`src/rtl/adc_capture_mem_arbiter_if.sv`:
```
// Bus bundle for the capture arbiter: the Nios Avalon-MM slave side and the
// sample memory s1 side. The arbiter uses 'slave'; the environment uses 'master'.
interface adc_capture_mem_arbiter_if #(
    parameter int ADDR_W = 11,
    parameter int DATA_W = 32
);
    logic              cpu_chipselect;
    logic              cpu_read;
    logic              cpu_write;
    logic [ADDR_W-1:0] cpu_address;
    logic [3:0]        cpu_byteenable;
    logic [DATA_W-1:0] cpu_writedata;
    logic [DATA_W-1:0] cpu_readdata;
    logic              cpu_readdatavalid;
    logic              cpu_waitrequest;

    logic              mem_chipselect;
    logic              mem_write;
    logic [ADDR_W-1:0] mem_address;
    logic [3:0]        mem_byteenable;
    logic [DATA_W-1:0] mem_writedata;
    logic [DATA_W-1:0] mem_readdata;
    logic              mem_clken;

    modport slave (
        input  cpu_chipselect, cpu_read, cpu_write, cpu_address, cpu_byteenable, cpu_writedata,
        output cpu_readdata, cpu_readdatavalid, cpu_waitrequest,
        output mem_chipselect, mem_write, mem_address, mem_byteenable, mem_writedata, mem_clken,
        input  mem_readdata
    );

    modport master (
        output cpu_chipselect, cpu_read, cpu_write, cpu_address, cpu_byteenable, cpu_writedata,
        input  cpu_readdata, cpu_readdatavalid, cpu_waitrequest,
        input  mem_chipselect, mem_write, mem_address, mem_byteenable, mem_writedata, mem_clken,
        output mem_readdata
    );
endinterface

```
`src/rtl/adc_capture_mem_arbiter.sv`:
```
// Capture sequencer and single-port memory arbiter between the ADC sample
// stream and the Nios data master.
//
// state      | meaning
// -----------+-----------------------------------------------------------
// ST_IDLE    | no run active; CPU has the memory whenever it asks
// ST_CAPTURE | run active; ADC samples held and written to wr_ptr
// ST_DONE    | run finished (done sticky); CPU access only
module adc_capture_mem_arbiter #(
    parameter int ADDR_W = 11,
    parameter int DEPTH  = 2048,
    parameter int DATA_W = 32
) (
    input  logic                     clk,
    input  logic                     reset,
    input  logic                     arm_i,
    input  logic                     abort_i,
    input  logic [ADDR_W:0]          num_samples_i,
    input  logic                     adc_valid_i,
    input  logic [DATA_W-1:0]        adc_data_i,
    adc_capture_mem_arbiter_if.slave bus,
    output logic                     busy_o,
    output logic                     done_o,
    output logic                     overrun_o,
    output logic [ADDR_W-1:0]        wr_ptr_o
);
    typedef enum logic [1:0] {ST_IDLE, ST_CAPTURE, ST_DONE} state_t;

    localparam logic [ADDR_W:0]   DEPTH_N   = (ADDR_W+1)'(DEPTH);
    localparam logic [ADDR_W:0]   CNT_ONE   = (ADDR_W+1)'(1);
    localparam logic [ADDR_W-1:0] PTR_ONE   = ADDR_W'(1);
    localparam logic [ADDR_W-1:0] LAST_ADDR = ADDR_W'(DEPTH-1);

    state_t              state_q, state_d;
    logic [ADDR_W-1:0]   wr_ptr_q, wr_ptr_d;
    logic [ADDR_W:0]     count_q, count_d;
    logic                hold_valid_q, hold_valid_d;
    logic [DATA_W-1:0]   hold_data_q, hold_data_d;
    logic                done_q, done_d;
    logic                overrun_q, overrun_d;
    logic                rdv_q, rdv_d;
    logic                last_adc_q, last_adc_d;

    logic                cpu_req;
    logic                grant_adc;
    logic                grant_cpu;
    logic                final_grant;
    logic [ADDR_W:0]     target;

    // Arbitration: ADC by default, CPU gets the slot right after an ADC write.
    // Requests are masked while reset is held so the memory and CPU see an idle bus.
    always_comb begin
        cpu_req     = bus.cpu_chipselect & (bus.cpu_read | bus.cpu_write) & ~reset;
        grant_adc   = hold_valid_q & ~(cpu_req & last_adc_q);
        grant_cpu   = cpu_req & ~grant_adc;
        target      = ((num_samples_i == '0) || (num_samples_i > DEPTH_N)) ? DEPTH_N : num_samples_i;
        final_grant = grant_adc & ((count_q + CNT_ONE) == target);
    end

    // Next-state: run sequencing, sample hold, pointer/count and grant history.
    always_comb begin
        state_d      = state_q;
        wr_ptr_d     = wr_ptr_q;
        count_d      = count_q;
        hold_valid_d = hold_valid_q;
        hold_data_d  = hold_data_q;
        done_d       = done_q;
        overrun_d    = overrun_q;
        last_adc_d   = last_adc_q;
        rdv_d        = grant_cpu & bus.cpu_read;

        if (grant_adc) begin
            wr_ptr_d   = (wr_ptr_q == LAST_ADDR) ? '0 : wr_ptr_q + PTR_ONE;
            count_d    = count_q + CNT_ONE;
            last_adc_d = 1'b1;
        end else if (grant_cpu) begin
            last_adc_d = 1'b0;
        end

        case (state_q)
            ST_IDLE, ST_DONE: begin
                if (arm_i && !abort_i) begin
                    state_d      = ST_CAPTURE;
                    wr_ptr_d     = '0;
                    count_d      = '0;
                    done_d       = 1'b0;
                    overrun_d    = 1'b0;
                    hold_valid_d = 1'b0;
                end
            end
            ST_CAPTURE: begin
                if (abort_i) begin
                    state_d      = ST_IDLE;
                    hold_valid_d = 1'b0;
                end else if (final_grant) begin
                    // the sample arriving alongside the last write is not part of the run
                    state_d      = ST_DONE;
                    done_d       = 1'b1;
                    hold_valid_d = 1'b0;
                end else if (adc_valid_i) begin
                    if (!hold_valid_q || grant_adc) begin
                        hold_valid_d = 1'b1;
                        hold_data_d  = adc_data_i;
                    end else begin
                        overrun_d = 1'b1;
                    end
                end else if (grant_adc) begin
                    hold_valid_d = 1'b0;
                end
            end
            default: state_d = ST_IDLE;
        endcase
    end

    // State and datapath registers.
    always_ff @(posedge clk or posedge reset) begin
        if (reset) begin
            state_q      <= ST_IDLE;
            wr_ptr_q     <= '0;
            count_q      <= '0;
            hold_valid_q <= 1'b0;
            hold_data_q  <= '0;
            done_q       <= 1'b0;
            overrun_q    <= 1'b0;
            rdv_q        <= 1'b0;
            last_adc_q   <= 1'b0;
        end else begin
            state_q      <= state_d;
            wr_ptr_q     <= wr_ptr_d;
            count_q      <= count_d;
            hold_valid_q <= hold_valid_d;
            hold_data_q  <= hold_data_d;
            done_q       <= done_d;
            overrun_q    <= overrun_d;
            rdv_q        <= rdv_d;
            last_adc_q   <= last_adc_d;
        end
    end

    // Memory port mux: ADC write, CPU pass-through, or idle.
    always_comb begin
        bus.mem_chipselect = 1'b0;
        bus.mem_write      = 1'b0;
        bus.mem_address    = '0;
        bus.mem_byteenable = '0;
        bus.mem_writedata  = '0;
        if (grant_adc) begin
            bus.mem_chipselect = 1'b1;
            bus.mem_write      = 1'b1;
            bus.mem_address    = wr_ptr_q;
            bus.mem_byteenable = 4'hF;
            bus.mem_writedata  = hold_data_q;
        end else if (grant_cpu) begin
            bus.mem_chipselect = 1'b1;
            bus.mem_write      = bus.cpu_write;
            bus.mem_address    = bus.cpu_address;
            bus.mem_byteenable = bus.cpu_byteenable;
            bus.mem_writedata  = bus.cpu_writedata;
        end
    end

    assign bus.cpu_waitrequest   = cpu_req & ~grant_cpu;
    assign bus.cpu_readdatavalid = rdv_q;
    assign bus.cpu_readdata      = rdv_q ? bus.mem_readdata : '0;
    assign bus.mem_clken         = 1'b1;

    assign busy_o    = (state_q == ST_CAPTURE);
    assign done_o    = done_q;
    assign overrun_o = overrun_q;
    assign wr_ptr_o  = wr_ptr_q;
endmodule

```
`src/flat_wrapper.sv`:
```
// flat-port wrapper written by rule: the top's interface ports become plain ports
module adc_capture_mem_arbiter_flat 
#(
    parameter int ADDR_W = 11,
    parameter int DEPTH  = 2048,
    parameter int DATA_W = 32
)
  (clk, reset, arm_i, abort_i, num_samples_i, adc_valid_i, adc_data_i, busy_o, done_o, overrun_o, wr_ptr_o, bus_cpu_chipselect, bus_cpu_read, bus_cpu_write, bus_cpu_address, bus_cpu_byteenable, bus_cpu_writedata, bus_cpu_readdata, bus_cpu_readdatavalid, bus_cpu_waitrequest, bus_mem_chipselect, bus_mem_write, bus_mem_address, bus_mem_byteenable, bus_mem_writedata, bus_mem_clken, bus_mem_readdata);
  adc_capture_mem_arbiter_if #(.ADDR_W(ADDR_W), .DATA_W(DATA_W)) bus_i ();
  input  logic clk;
  input  logic reset;
  input  logic arm_i;
  input  logic abort_i;
  input  logic [ADDR_W:0] num_samples_i;
  input  logic adc_valid_i;
  input  logic [DATA_W-1:0] adc_data_i;
  output logic busy_o;
  output logic done_o;
  output logic overrun_o;
  output logic [ADDR_W-1:0] wr_ptr_o;
  input wire logic [$bits(bus_i.cpu_chipselect)-1:0] bus_cpu_chipselect;
  input wire logic [$bits(bus_i.cpu_read)-1:0] bus_cpu_read;
  input wire logic [$bits(bus_i.cpu_write)-1:0] bus_cpu_write;
  input wire logic [$bits(bus_i.cpu_address)-1:0] bus_cpu_address;
  input wire logic [$bits(bus_i.cpu_byteenable)-1:0] bus_cpu_byteenable;
  input wire logic [$bits(bus_i.cpu_writedata)-1:0] bus_cpu_writedata;
  output wire logic [$bits(bus_i.cpu_readdata)-1:0] bus_cpu_readdata;
  output wire logic [$bits(bus_i.cpu_readdatavalid)-1:0] bus_cpu_readdatavalid;
  output wire logic [$bits(bus_i.cpu_waitrequest)-1:0] bus_cpu_waitrequest;
  output wire logic [$bits(bus_i.mem_chipselect)-1:0] bus_mem_chipselect;
  output wire logic [$bits(bus_i.mem_write)-1:0] bus_mem_write;
  output wire logic [$bits(bus_i.mem_address)-1:0] bus_mem_address;
  output wire logic [$bits(bus_i.mem_byteenable)-1:0] bus_mem_byteenable;
  output wire logic [$bits(bus_i.mem_writedata)-1:0] bus_mem_writedata;
  output wire logic [$bits(bus_i.mem_clken)-1:0] bus_mem_clken;
  input wire logic [$bits(bus_i.mem_readdata)-1:0] bus_mem_readdata;
  assign bus_i.cpu_chipselect = bus_cpu_chipselect;
  assign bus_i.cpu_read = bus_cpu_read;
  assign bus_i.cpu_write = bus_cpu_write;
  assign bus_i.cpu_address = bus_cpu_address;
  assign bus_i.cpu_byteenable = bus_cpu_byteenable;
  assign bus_i.cpu_writedata = bus_cpu_writedata;
  assign bus_cpu_readdata = bus_i.cpu_readdata;
  assign bus_cpu_readdatavalid = bus_i.cpu_readdatavalid;
  assign bus_cpu_waitrequest = bus_i.cpu_waitrequest;
  assign bus_mem_chipselect = bus_i.mem_chipselect;
  assign bus_mem_write = bus_i.mem_write;
  assign bus_mem_address = bus_i.mem_address;
  assign bus_mem_byteenable = bus_i.mem_byteenable;
  assign bus_mem_writedata = bus_i.mem_writedata;
  assign bus_mem_clken = bus_i.mem_clken;
  assign bus_i.mem_readdata = bus_mem_readdata;
  adc_capture_mem_arbiter #(.ADDR_W(ADDR_W), .DEPTH(DEPTH), .DATA_W(DATA_W)) u_core (.clk(clk), .reset(reset), .arm_i(arm_i), .abort_i(abort_i), .num_samples_i(num_samples_i), .adc_valid_i(adc_valid_i), .adc_data_i(adc_data_i), .bus(bus_i), .busy_o(busy_o), .done_o(done_o), .overrun_o(overrun_o), .wr_ptr_o(wr_ptr_o));
endmodule
```
`config.mk`:
```
export PLATFORM = sky130hd
export DESIGN_NAME = adc_capture_mem_arbiter_flat
export DESIGN_NICKNAME = d
export VERILOG_FILES = /design/src/rtl/adc_capture_mem_arbiter_if.sv /design/src/rtl/adc_capture_mem_arbiter.sv /design/src/flat_wrapper.sv
export SDC_FILE = /design/constraint.sdc
export NUM_CORES = 1
export LEC_CHECK = 0
export ABC_CLOCK_PERIOD_IN_PS = 7600
export CORE_MARGIN = 2
export CORE_UTILIZATION = 40
export CTS_BUF_LIST = sky130_fd_sc_hd__clkbuf_8 sky130_fd_sc_hd__clkbuf_16
export DETAILED_ROUTE_END_ITERATION = 10
export HOLD_SLACK_MARGIN = 0.1
export PLACE_DENSITY = 0.83
export REMOVE_ABC_BUFFERS = 1
export SLEW_MARGIN = 20
export SYNTH_ARGS = -nofsm -noshare
export SYNTH_HDL_FRONTEND = slang
export SYNTH_SLANG_ARGS = --single-unit
export TNS_END_PERCENT = 1
```
`constraint.sdc`:
```
create_clock -name clk -period 7.6 [get_ports clk]
set_input_delay 1.52 -clock clk [delete_from_list [all_inputs] [get_ports clk]]
set_output_delay 1.52 -clock clk [all_outputs]
set_load 0.05 [all_outputs]
```
==> reports/qor.yml <==
run_status:
  outcome: "complete, no violations"
clocking:
  cts_resized: 0
  cts_htree_levels: 3
  cts_hold_buf: 0
  root_buffer: "clkbuf_8"
  insertion_delay_ps: 340
  cts_buffer_depth: 2
  numCtsBuffers: 9
  clock-sinks: 62
  cts_setup_buffers: 0
  clkTransAtPathRegs_ps: 60
  cts_tree: "done"
routing:
  routed_wl_um: 12520
  dr.first_iter.drc_count: 232
  via_count: 4126
  drc_errors: 0
  first_pass_iters: 4
  ant_nets: 0
  viasPerCell: 4.977
  wl_per_cell_um: 15.10
global_routing:
  grt_max_degree: 63
  grt_pass1_wl_um: 20310
  overflow: 0
  grt_pass1_vias: 4139
  antenna_found_initial: 0
  grt_usage: 0.2279
job:
  maxCapViolations: 0
sta:
  setup-violations-final: 0
  hold_ws_ps: 512.0
  finalClockSkew_ps: 11.09
  maxSlewViolCount: 0
  finalCritPeriodShare: 0.7763
  timing_hold_violations_final: 0
  clock.fmax_mhz: 169.5
  rsz0062_at_grt: "no"
  max_slew.worst_pin.slew_ps: 901.0
  relSlewSlack: 0.3978
  post-route-min-period_ps: 5900
place:
  hpwl_um: 9527
  routabilityCongestion: 0.8289
  dp.cells: 813
  io_buffers: 227
die:
  placeableCoreArea_um2: 9774
  die_width_um: 104.5
  row_count: 36
  fp.dieH_um: 104.5
  die_area_um2: 10910
  design.portCount: 229
  initial_core_util: 0.4130
synthesis:
  seq_area_frac_synth: 0.3844
  synth_top_area_share: 0.3844
  syn-cell-area_um2: 4036
  synthTopCellsByArea: "dfrtp_1 (38%), nand2_1 (11%), mux2_2 (5.9%)"
  synthTopCellsByCount: "nand2_1 (117), dfrtp_1 (62), o21ai_0 (46), nor2_1 (35), and2_1 (34)"
  yosysWarnings: 0
  syn-mean-instance-area_um2: 8.462
  synth_most_common_cell: "nand2_1"
  synth_seq_cells: 62
  netlist_instances: 477
  synth_ff_type: "dfrtp_1"
  synth_edf_count: 0
  ys_types: 51
  yosysTopAreaCell: "dfrtp_1"
  asyncSetResetFlopFracSynth: 1.000
pwr:
  power_density_nw_per_um2: 207.3
  total_power_uw: 1377
  leakagePower_uw: 0.002677
  irDropWorstVdd_mv: 0.1221
final_layout:
  n_antenna_cell: 0
  final_cells: 829
  fillers: 768
  syn2layout_area_growth_pct: 64.57
  drive_gt1_frac: 0.09626
  nets: 824
worst_setup_path:
  critPathLaunchType: "input port"
  required_ps: 6080
  r2r_slack_ps: 4220
  crit_family: "buffers and inverters"
  path_cells: "clkdlybuf4s50_1, nor2b_1, o21a_2, a21boi_4, buf_4, nand2_1, o21ai_0, clkdlybuf4s50_1"
  critPathKind: "input port to output port"
  r2r.worst_path.cells: 10
  slowest_stage: "clkdlybuf4s50_1"
  arrival_ps: 4380
  slowest_delay_ps: 830
  cp_num_cells: 8
  cp_common_cell: "clkdlybuf4s50_1"
  cp.buffers_inverters: 3
  end_kind: "output port"
  crit_fanout: 33
min_path:
  hold_depth: 1
  hp-class: "register to register"
## logic make-up (layout without fill, tap and decap cells)
logic type / Yosys count / count (layout) / synth area share
adder cells (fa/ha/maj): 3 / 3 / 0.008679
other: 1 / 1 / 0.0009291
AO/OA/AOI/OAI: 69 / 69 / 0.09703
buffers and inverters: 37 / 256 / 0.04340
AND/OR/NAND/NOR: 235 / 235 / 0.2771
XOR/XNOR: 36 / 36 / 0.08152
flip-flops: 62 / 62 / 0.3844
multiplexers: 34 / 34 / 0.1069
## cell usage in the layout, fill, tap and decap left out, types with 2 or more instances in the layout
master / Yosys / final
and3_1: 3 / 3
nor3_1: 4 / 4
mux2_4: 13 / 13
nand2_1: 117 / 117
nor2b_1: 5 / 5
xor2_1: 19 / 19
mux2_2: 21 / 21
clkdlybuf4s50_1: 0 / 227
dfrtp_1: 62 / 62
nand4_1: 8 / 8
nand3_1: 10 / 10
or2_2: 3 / 3
o21ai_0: 46 / 46
xnor2_1: 16 / 16
nor4_1: 3 / 3
clkinv_2: 0 / 2
and2_1: 34 / 34
o22ai_1: 3 / 3
o21a_1: 3 / 2
ha_1: 2 / 2
clkbuf_8: 0 / 10
a21oi_1: 5 / 5
nor2_1: 35 / 35
buf_4: 3 / 5
a21o_1: 2 / 2
inv_1: 7 / 6
nand2b_1: 3 / 3
bufinv_16: 0 / 3
or4_1: 2 / 2
## state kept, by name (all words and copies together) (netlist names)
name / count
u_core.bus.cpu_readdatavalid: 1
u_core.done_o: 1
u_core.hold_valid_q: 1
u_core.last_adc_q: 1
u_core.state_q: 2
u_core.count_q: 12
u_core.hold_data_q: 32
u_core.overrun_o: 1
u_core.wr_ptr_o: 11
## worst paths after layout
path                                        startpoint                           end
worst max-delay path                bus_cpu_chipselect            bus_mem_address[1]
worst min-delay path            u_core.hold_data_q[26]        u_core.hold_data_q[26]
worst max register to register       u_core.count_q[0]        u_core.hold_data_q[25]
worst min register to register  u_core.hold_data_q[26]        u_core.hold_data_q[26]
max in group asynchronous                        reset        u_core.hold_data_q[13]
min in group asynchronous                        reset  u_core.bus.cpu_readdatavalid
## power breakdown
part / switching, uW / leakage (uW) / internal (uW)
Sequential: 61.5 / 0.000790 / 402
Clock: 132 / 0.000126 / 226
Combinational: 310 / 0.00176 / 246
## area by class of cell
| class | count | area [um^2] | area share |
|---|---|---|---|
| timing repair buffer | 233 | 2330 | 0.3507 |
| multi-input combinational | 378 | 2322 | 0.3496 |
| sequential | 62 | 1551 | 0.2336 |
| tap | 133 | 166.4 | 0.02505 |
| clock buffer | 10 | 137.6 | 0.02072 |
| clock inverter | 6 | 108.9 | 0.01639 |
| inverter | 7 | 26.28 | 0.003956 |
## routing by layer
metal,vias up,GRT usage,part of all wire
li1,2021,-,-
met1,1897,0.2691,0.40
met2,185,0.3992,0.50
met3,23,0.05702,0.075
met4,0,0.08301,0.023
met5,-,0,0
## per-stage QoR
stage	instance area (um^2)	setup TNS (ps)	setup WS, ps	util
2_1_floorplan	3887	-189540	-3345	-
3_3_place_gp	6396	0	1786	0.6544
3_5_place_dp	6396	0	1720	0.6544
4_1_cts	6643	0	1710	0.6796
5_1_grt	6643	0	1556	0.6796
6_report	6643	0	1700	0.6796
Note: power is estimated with default switching activity, not from simulation.
